--- src/rtl/unpacker_pkg.sv ---
// rtl/unpacker_pkg.sv - shared types and helpers for the wide-to-narrow beat unpacker
package unpacker_pkg;

    typedef enum logic {
        IDLE = 1'b0,
        SEND = 1'b1
    } unpack_state_e;

    localparam int unsigned DEF_IN_BYTES  = 160;
    localparam int unsigned DEF_OUT_BYTES = 32;

    // Number of narrow beats needed to carry vbc bytes.
    function automatic int unsigned num_chunks(input int unsigned vbc, input int unsigned out_bytes);
        return (vbc + out_bytes - 1) / out_bytes;
    endfunction

    localparam int unsigned MAX_CHUNKS = (DEF_IN_BYTES + DEF_OUT_BYTES - 1) / DEF_OUT_BYTES;

endpackage

--- src/rtl/unpacker_chunk_sel.sv ---
// rtl/unpacker_chunk_sel.sv - combinational pick of one narrow chunk from the buffered wide beat
module unpacker_chunk_sel
    import unpacker_pkg::*;
#(
    parameter int IN_BYTES  = 160,
    parameter int OUT_BYTES = 32,
    parameter int VBC_W     = $clog2(IN_BYTES + 1),
    parameter int OVBC_W    = $clog2(OUT_BYTES + 1),
    parameter int IDX_W     = $clog2(num_chunks(IN_BYTES, OUT_BYTES) + 1)
) (
    input  logic [IN_BYTES*8-1:0]  buf_data,
    input  logic [VBC_W-1:0]       buf_vbc,
    input  logic [IDX_W-1:0]       idx,
    output logic [OUT_BYTES*8-1:0] chunk_data,
    output logic [OVBC_W-1:0]      chunk_vbc
);

    localparam int OUT_W = OUT_BYTES * 8;

    logic [31:0]      base;
    logic [31:0]      remain;
    logic [OUT_W-1:0] window;

    // Byte offset of the chunk is done in 32 bits so idx*OUT_BYTES never truncates;
    // the right shift pulls in zeros for anything past IN_BYTES.
    assign base   = 32'(idx) * 32'(OUT_BYTES);
    assign remain = 32'(buf_vbc) - base;
    assign window = OUT_W'(buf_data >> (base * 32'd8));

    // Zero every byte of the window that lies at or beyond the beat's valid count.
    always_comb begin
        chunk_data = '0;
        for (int j = 0; j < OUT_BYTES; j++) begin
            if (base + 32'(j) < 32'(buf_vbc)) begin
                chunk_data[j*8 +: 8] = window[j*8 +: 8];
            end
        end
    end

    // Full chunks carry OUT_BYTES; the tail chunk carries whatever is left.
    always_comb begin
        chunk_vbc = OVBC_W'(remain);
        if (remain >= 32'(OUT_BYTES)) begin
            chunk_vbc = OVBC_W'(OUT_BYTES);
        end
    end

endmodule

--- src/rtl/unpacker_param.sv ---
// rtl/unpacker_param.sv - splits one wide packet beat into narrow beats with backpressure and error flagging
module unpacker_param
    import unpacker_pkg::*;
#(
    parameter int IN_BYTES  = 160,
    parameter int OUT_BYTES = 32,
    parameter int VBC_W     = $clog2(IN_BYTES + 1),
    parameter int OVBC_W    = $clog2(OUT_BYTES + 1)
) (
    input  logic                   clk,
    input  logic                   reset,
    input  logic                   in_val,
    input  logic                   in_sop,
    input  logic                   in_eop,
    input  logic [VBC_W-1:0]       in_vbc,
    input  logic [IN_BYTES*8-1:0]  in_data,
    output logic                   in_ready,
    output logic                   out_val,
    output logic                   out_sop,
    output logic                   out_eop,
    output logic [OVBC_W-1:0]      out_vbc,
    output logic [OUT_BYTES*8-1:0] out_data,
    input  logic                   out_ready,
    output logic                   idle,
    output logic                   err
);

    localparam int unsigned MAX_CHK = num_chunks(IN_BYTES, OUT_BYTES);
    localparam int          IDX_W   = $clog2(MAX_CHK + 1);

    unpack_state_e          state_q, state_d;
    logic [IN_BYTES*8-1:0]  buf_data_q;
    logic                   buf_sop_q;
    logic                   buf_eop_q;
    logic [VBC_W-1:0]       buf_vbc_q;
    logic [IDX_W-1:0]       idx_q;
    logic [IDX_W-1:0]       nchk_q;
    logic                   pkt_open_q;
    logic                   err_q;

    logic                   send_st;
    logic                   last_chunk;
    logic                   out_fire;
    logic                   accept;
    logic                   bad_vbc;
    logic                   load;
    logic [OUT_BYTES*8-1:0] sel_data;
    logic [OVBC_W-1:0]      sel_vbc;

    assign send_st    = (state_q == SEND);
    assign last_chunk = (idx_q == nchk_q - IDX_W'(1));
    assign out_fire   = send_st && out_ready;

    // A new beat may enter when the buffer is empty or its final chunk leaves this cycle.
    assign in_ready = !reset && (!send_st || (last_chunk && out_ready));
    assign accept   = in_val && in_ready;
    assign bad_vbc  = (in_vbc == '0) || (32'(in_vbc) > 32'(IN_BYTES));
    assign load     = accept && !bad_vbc;

    unpacker_chunk_sel #(
        .IN_BYTES  (IN_BYTES),
        .OUT_BYTES (OUT_BYTES),
        .VBC_W     (VBC_W),
        .OVBC_W    (OVBC_W),
        .IDX_W     (IDX_W)
    ) u_chunk_sel (
        .buf_data   (buf_data_q),
        .buf_vbc    (buf_vbc_q),
        .idx        (idx_q),
        .chunk_data (sel_data),
        .chunk_vbc  (sel_vbc)
    );

    // State register.
    always_ff @(posedge clk) begin
        if (reset) begin
            state_q <= IDLE;
        end else begin
            state_q <= state_d;
        end
    end

    // Next state and output beat; outputs read as zero whenever the buffer is empty.
    always_comb begin
        state_d  = state_q;
        out_val  = 1'b0;
        out_sop  = 1'b0;
        out_eop  = 1'b0;
        out_vbc  = '0;
        out_data = '0;
        case (state_q)
            IDLE: begin
                if (load) begin
                    state_d = SEND;
                end
            end
            SEND: begin
                out_val  = 1'b1;
                out_sop  = buf_sop_q && (idx_q == '0);
                out_eop  = buf_eop_q && last_chunk;
                out_vbc  = sel_vbc;
                out_data = sel_data;
                if (out_fire && last_chunk) begin
                    state_d = load ? SEND : IDLE;
                end
            end
            default: state_d = IDLE;
        endcase
    end

    // Beat buffer, chunk counter, packet framing tracker and error pulse.
    always_ff @(posedge clk) begin
        if (reset) begin
            buf_data_q <= '0;
            buf_sop_q  <= 1'b0;
            buf_eop_q  <= 1'b0;
            buf_vbc_q  <= '0;
            idx_q      <= '0;
            nchk_q     <= '0;
            pkt_open_q <= 1'b0;
            err_q      <= 1'b0;
        end else begin
            // Bad count, sop inside an open packet, or a non-sop beat outside one.
            err_q <= accept && (bad_vbc || (in_sop == pkt_open_q));
            if (load) begin
                buf_data_q <= in_data;
                buf_sop_q  <= in_sop;
                buf_eop_q  <= in_eop;
                buf_vbc_q  <= in_vbc;
                idx_q      <= '0;
                nchk_q     <= IDX_W'(num_chunks(32'(in_vbc), OUT_BYTES));
                if (in_eop) begin
                    pkt_open_q <= 1'b0;
                end else if (in_sop) begin
                    pkt_open_q <= 1'b1;
                end
            end else if (out_fire && !last_chunk) begin
                idx_q <= idx_q + IDX_W'(1);
            end
        end
    end

    assign idle = !send_st;
    assign err  = err_q;

endmodule
--- config.mk ---
export PLATFORM = sky130hd
export DESIGN_NAME = unpacker_param
export DESIGN_NICKNAME = d
export VERILOG_FILES = /design/src/rtl/unpacker_pkg.sv /design/src/rtl/unpacker_chunk_sel.sv /design/src/rtl/unpacker_param.sv
export SDC_FILE = /design/constraint.sdc
export NUM_CORES = 2
export LEC_CHECK = 0
export CORE_AREA = 2 2 607 609
export DETAILED_ROUTE_END_ITERATION = 10
export DIE_AREA = 0 0 609 611
export GPL_ROUTABILITY_DRIVEN = 0
export PLACE_DENSITY = 0.43
export SLEW_MARGIN = 10
export SYNTH_ARGS = -nofsm -noshare
export SYNTH_HDL_FRONTEND = slang
export SYNTH_SLANG_ARGS = --single-unit
export TNS_END_PERCENT = 50
--- constraint.sdc ---
create_clock -name clk -period 4 [get_ports clk]
set_clock_uncertainty 0.2 [all_clocks]
set_input_delay 0.8 -clock clk [delete_from_list [all_inputs] [get_ports clk]]
set_output_delay 0.8 -clock clk [all_outputs]
set_load 0.1 [all_outputs]
# Yosys cells after proc, flatten, opt, wreduce, memory -nomap -nowiden
# Cells that the tools add are included.
[classes] eq_ne=2 bitwise_logic=1 addsub=36 n_lt_le_gt_ge=34 mux=43 reduce_logical=22 n_shift=1
[ops] operator="$shr A1280 B11 Y256" n=1
[ops] operator="$lt A32 B8 Y1" n=31
[ops] operator="$mux W256" n=1
[ops] operator="$mux W8" n=32
[ops] operator="$add A8 B5 Y9 const B" n=16
[ops] operator="$add A8 B4 Y9 const B" n=8
[ops] operator="$add A8 B3 Y9 const B" n=4
[ops] operator="$ge A32 B6 Y1 const B" n=1
[ops] operator="$add A8 B2 Y9 const B" n=2
[ops] operator="$mux W6" n=2
[ops] operator="$logic_and A1 B1 Y1" n=10
[ops] operator="$add A8 B1 Y9 const B" n=1
[ops] operator="$sub A8 B8 Y9" n=1
[ops] operator="$add A8 B6 Y8 const B" n=1
[ops] operator="$gt A8 B8 Y1 const B" n=1
[ops] operator="$logic_not A8 Y1" n=1
[ops] operator="$lt A8 B8 Y1" n=1
[ops] operator="$sub A8 B1 Y8 const B" n=1
[ops] operator="$mux W1" n=7
[ops] operator="$logic_not A1 Y1" n=4
[ops] operator="$add A3 B1 Y3 const B" n=1
[ops] operator="$eq A3 B3 Y1" n=1
[ops] operator="$logic_not A3 Y1" n=1
[ops] operator="$logic_or A1 B1 Y1" n=3
[ops] operator="other kinds (7)" n=7
[totals] reg_bits=1299 elab_cells=148 out_inout_bits=268

# Depth between registers and ports, before layout
[depth] word_depth=10 mapped_depth=10 ltp_nobuf=7

# Hierarchy
# Synthesis repeated with hierarchy kept, for this count alone.
[unflattened] hier_cells=7926 hier_area_um2=72260.6
[by_module_without_submodules] mod="unpacker_param" seq_area_each_um2=26004.9 cells_each=5951 n_inst=1 area_each_um2=59309.4
[by_module_without_submodules] mod="unpacker_chunk_sel" seq_area_each_um2=0.0 cells_each=1975 n_inst=1 area_each_um2=12951.2

# Worst setup path before layout
# Ideal clock, no wire load.
[synth_path] path_kind="register to output" from="reg state_q (netlist: send_st)" to="out out_eop" t_arrival_ns=3.990 stages_incl_launch_ff=3 path_buffers=0 path_slack_ns=-0.990 path_cell_list="dfxtp_1 nand2_1 nor4_1"
[synth_via] elab_chain_len=1
[synth_rtl] item="from (decl)" line_no="unpacker_param.sv:31" rtl="unpack_state_e state_q, state_d;"
[synth_rtl] item="from (signal assigned)" line_no="unpacker_param.sv:79" rtl="state_q <= state_d;"
[synth_rtl] item="$mux W1" line_no="unpacker_param.sv:91" rtl="case (state_q)"
[synth_rtl] item="to (decl)" line_no="unpacker_param.sv:20" rtl="output logic out_eop,"
# Every way passes these cells.

# Final worst setup path
[layout_path] from="reg idx_q[0]" to="out out_vbc[4]"
[layout_via] elab_chain_len=4
[layout_rtl] item="from (decl)" line_no="unpacker_param.sv:36" rtl="logic [IDX_W-1:0] idx_q;"
[layout_rtl] item="from (signal assigned)" line_no="unpacker_param.sv:138" rtl="idx_q <= idx_q + IDX_W'(1);"
[layout_rtl] item="$sub A8 B8 Y9" line_no="unpacker_chunk_sel.sv:27" rtl="assign remain = 32'(buf_vbc) - base;"
[layout_rtl] item="$ge A32 B6 Y1" line_no="unpacker_chunk_sel.sv:43" rtl="if (remain >= 32'(OUT_BYTES)) begin"
[layout_rtl] item="$mux W6" line_no="unpacker_chunk_sel.sv:43"
[layout_rtl] item="$mux W6" line_no="unpacker_param.sv:91"
[layout_rtl] item="to (decl)" line_no="unpacker_param.sv:21" rtl="output logic [OVBC_W-1:0] out_vbc,"
# Every way passes these cells.

==> reports/metrics.yaml <==
synthesis:
  ys.flop_type: "dfxtp_1"
  syn-num-nets: 7941
  synth_xor_area_frac: 0.00185
  synthSimpleGateAreaFrac: 0.258
  netlist_instances: 6635
  yosys_warnings: 0
  synth_top_area_cell: "dfxtp_1"
  synth_compound_area_frac: 0.0342
  synth_seq_cells: 1299
  synth_top_family_by_area: "multiplexers"
  syn-cell-area_um2: 67500
  async_reset_ff_frac: 0
  synth_cell_types: 53
  synth_enable_flop_cells: 0
  synth_fa_ha_area_frac: 0.00245
  synthMuxAreaShare: 0.277
  yosysTopAreaCellShare: 0.386
  avgSynthCellArea_um2: 10.2
  yosysSeqAreaShare: 0.386
  synth_area_leaders: "dfxtp_1 39%, nand2b_1 24%, mux2i_1 19%"
power_and_ir_drop:
  internal_power_uw: 26300
  p_seq_frac: 0.390
  netSwitchingFraction: 0.281
  switchingPower_uw: 10300
  combPwrFrac: 0.175
  powerDensity_nw_per_um2: 363
  clkPwrFrac: 0.435
  p_leak_uw: 0.0350
  ir_drop_uv: 370
global_routing:
  grt_overflow: 0
  antenna_found_initial: 200
  grt_use_total: 0.192
  grt_pass1_wl_um: 498000
  grt_max_degree: 287
  grt_pass1_vias: 56767
clock_tree:
  insertion_delay_ps: 850
  hold_buffers: 0
  cts_tree: "yes"
  htreeDepth: 4
  path_clk_slew_ps: 50
  cts_made_buffers: 174
  root_buffer: "clkbuf_16"
  cts.sinks: 1299
  cts_buffer_depth: 4
critical_path:
  cp-endpoint: "out_vbc[4]"
  arrival_ps: 3200
  r2r-start: "idx_q[1]$_SDFFE_PP0P_"
  criticalPathCategory: "register to output port"
  setup.worst_path.start: "idx_q[0]$_SDFFE_PP0P_"
  cp-end-kind: "output port"
  r2r_end: "buf_data_q[915]$_SDFFE_PP0P_"
  rrSetupSlack_ps: 350
  crit_required_ps: 3000
  startpoint_type: "register"
  crit_path_max_fanout: 5
  r2r_cells: 9
floorplan:
  die_x_um: 609
  rows: 222
  start_util: 0.185
  ios: 1562
  coreArea_um2: 365000
  die_area_um2: 372000
  fp.dieH_um: 611
sta:
  fmax_mhz: 238
  worst_pin_slew_ps: 1020
  setup_viol: 88
  fin_hold_ws_ps: 267
  fin_crit_ps: 4200
  layout_setup_ws_ps: -199
  maxSlewViolCount: 0
  rsz0062_at_grt: "true"
  period_share: 1.05
  hold_violations: 0
  max-slew-margin-rel: 0.323
place:
  place_inst: 12674
  post-place-ws_ps: -14.6
  port_buffers: 1561
  placed_area_um2: 91600
  dp_hpwl_um: 283000
routing:
  drt-initial-drc-count: 3704
  ant_nets: 0
  vias: 54970
  dr.pass1.iters: 5
  drt-vias-per-instance: 4.19
  wl_um: 371000
  drc: 0
  wl_per_cell_um: 28.3
outcome:
  failed_checks: "negative setup slack"
  status: "finished, violations left"
worst_hold_path:
  hold_path.class: "register to register"
layout:
  stdcell_count: 13114
  drive_gt1_frac: 0.175
  stdcell_area_um2: 101000
  fin_util: 0.276
  areaGrowthSynthToFinish_pct: 49.6
  nFillCells: 38236
  nNetsFinal: 9428
  final_cell_mix: "2,582 x nand2b_1, 1,292 x dfxtp_1, 1,292 x clkdlybuf4s50_1, 1,291 x mux2i_1, 327 x buf_12"
  final_common_cell: "nand2b_1"
run:
  max-cap-violations: 0
==> worst max-delay path, cell delays in order, from the launching register on <==
cell      delay (ps)
dfxtp_4          380
ha_4             170
fa_2             360
fa_1             550
nand3_2          100
a211oi_4         240
buf_6            180
and2_4           170
buf_12           170
==> kinds of logic after synthesis <==
kind of cell,after synthesis
simple gates,2880
mux,1547
flops,1299
buf+inv,571
compound gates,315
fa+ha+maj,12
xor+xnor,11
==> flip-flops by register name (all words and copies together), names as in the netlist <==
| register | flops |
|---|---|
| pkt_open_q | 1 |
| send_st | 1 |
| nchk_q | 3 |
| idx_q | 3 |
| buf_sop_q | 1 |
| buf_vbc_q | 8 |
| buf_data_q | 1280 |
| err | 1 |
| buf_eop_q | 1 |
==> power groups by stage <==
| stage | Combinational [uW] | Sequential [uW] | Clock, uW |
|---|---|---|---|
| 2_1_floorplan | 3270 | 14300 | 0 |
| 3_3_place_gp | 6080 | 14500 | 0 |
| 3_5_place_dp | 6110 | 14500 | 0 |
| 4_1_cts | 6450 | 14300 | 16500 |
| 5_1_grt | 6810 | 14400 | 16900 |
| 6_report | 6410 | 14300 | 16000 |
==> per-layer routing <==
layer / share of wire / global-route usage / wire length (um)
met4: 0.030 / 0.0517 / 11100
met5: 0.0012 / 0 / 442
met1: 0.44 / 0.249 / 163000
met3: 0.053 / 0.0381 / 19500
met2: 0.48 / 0.323 / 176000
==> cells in the mapped netlist, types with 5 or more instances <==
cell type  number
buf_2          17
and2_1          7
mux2i_1      1291
o21a_1          5
a22oi_1       256
nor2_1        258
buf_4          91
ha_1           10
or3_1           5
nand2_1         5
clkbuf_1      374
buf_6          38
xnor2_1         5
dfxtp_1      1299
buf_1          38
o21ai_0         6
nand2b_1     2583
o21ai_1        22
mux4_2        256
inv_1          12
==> how the worst min path moves through the flow <==
stage / cells after the start / start / slack [ps] / end
2_1_floorplan: 2 / buf_data_q[512]$_SDFFE_PP0P_ / 250 / buf_data_q[512]$_SDFFE_PP0P_
3_3_place_gp: 2 / buf_data_q[419]$_SDFFE_PP0P_ / 250 / buf_data_q[419]$_SDFFE_PP0P_
3_5_place_dp: 2 / buf_data_q[621]$_SDFFE_PP0P_ / 260 / buf_data_q[621]$_SDFFE_PP0P_
4_1_cts: 3 / in_data[792] / 180 / buf_data_q[792]$_SDFFE_PP0P_
5_1_grt: 3 / in_data[280] / 240 / buf_data_q[280]$_SDFFE_PP0P_
6_report: 2 / buf_data_q[577]$_SDFFE_PP0P_ / 270 / buf_data_q[577]$_SDFFE_PP0P_
==> timing repair <==
action	4_1_cts	5_1_grt
endpoints found under the setup margin	262	262
resized for setup	383	115
pin swaps	33	17
setup buffers	55	6
gates cloned	26	1
==> through the flow <==
stage	setup TNS (ps)	power (uW)
2_1_floorplan	-64280	17600
3_3_place_gp	-2040	20600
3_5_place_dp	-22.5	20600
4_1_cts	-34610	37200
5_1_grt	-36560	38100
6_report	-5300	36600
==> final cells by class <==
class	count	area, um2	area share
tap	4816	6030	0.0597
multi-input combinational	4765	40400	0.401
clock buffer	259	5170	0.0512
timing repair buffer	1869	22600	0.224
inverter	13	65.1	0.000645
sequential	1299	26000	0.258
antenna	47	118	0.00117
clock inverter	46	524	0.00520
(Power assumes the default switching activity.)
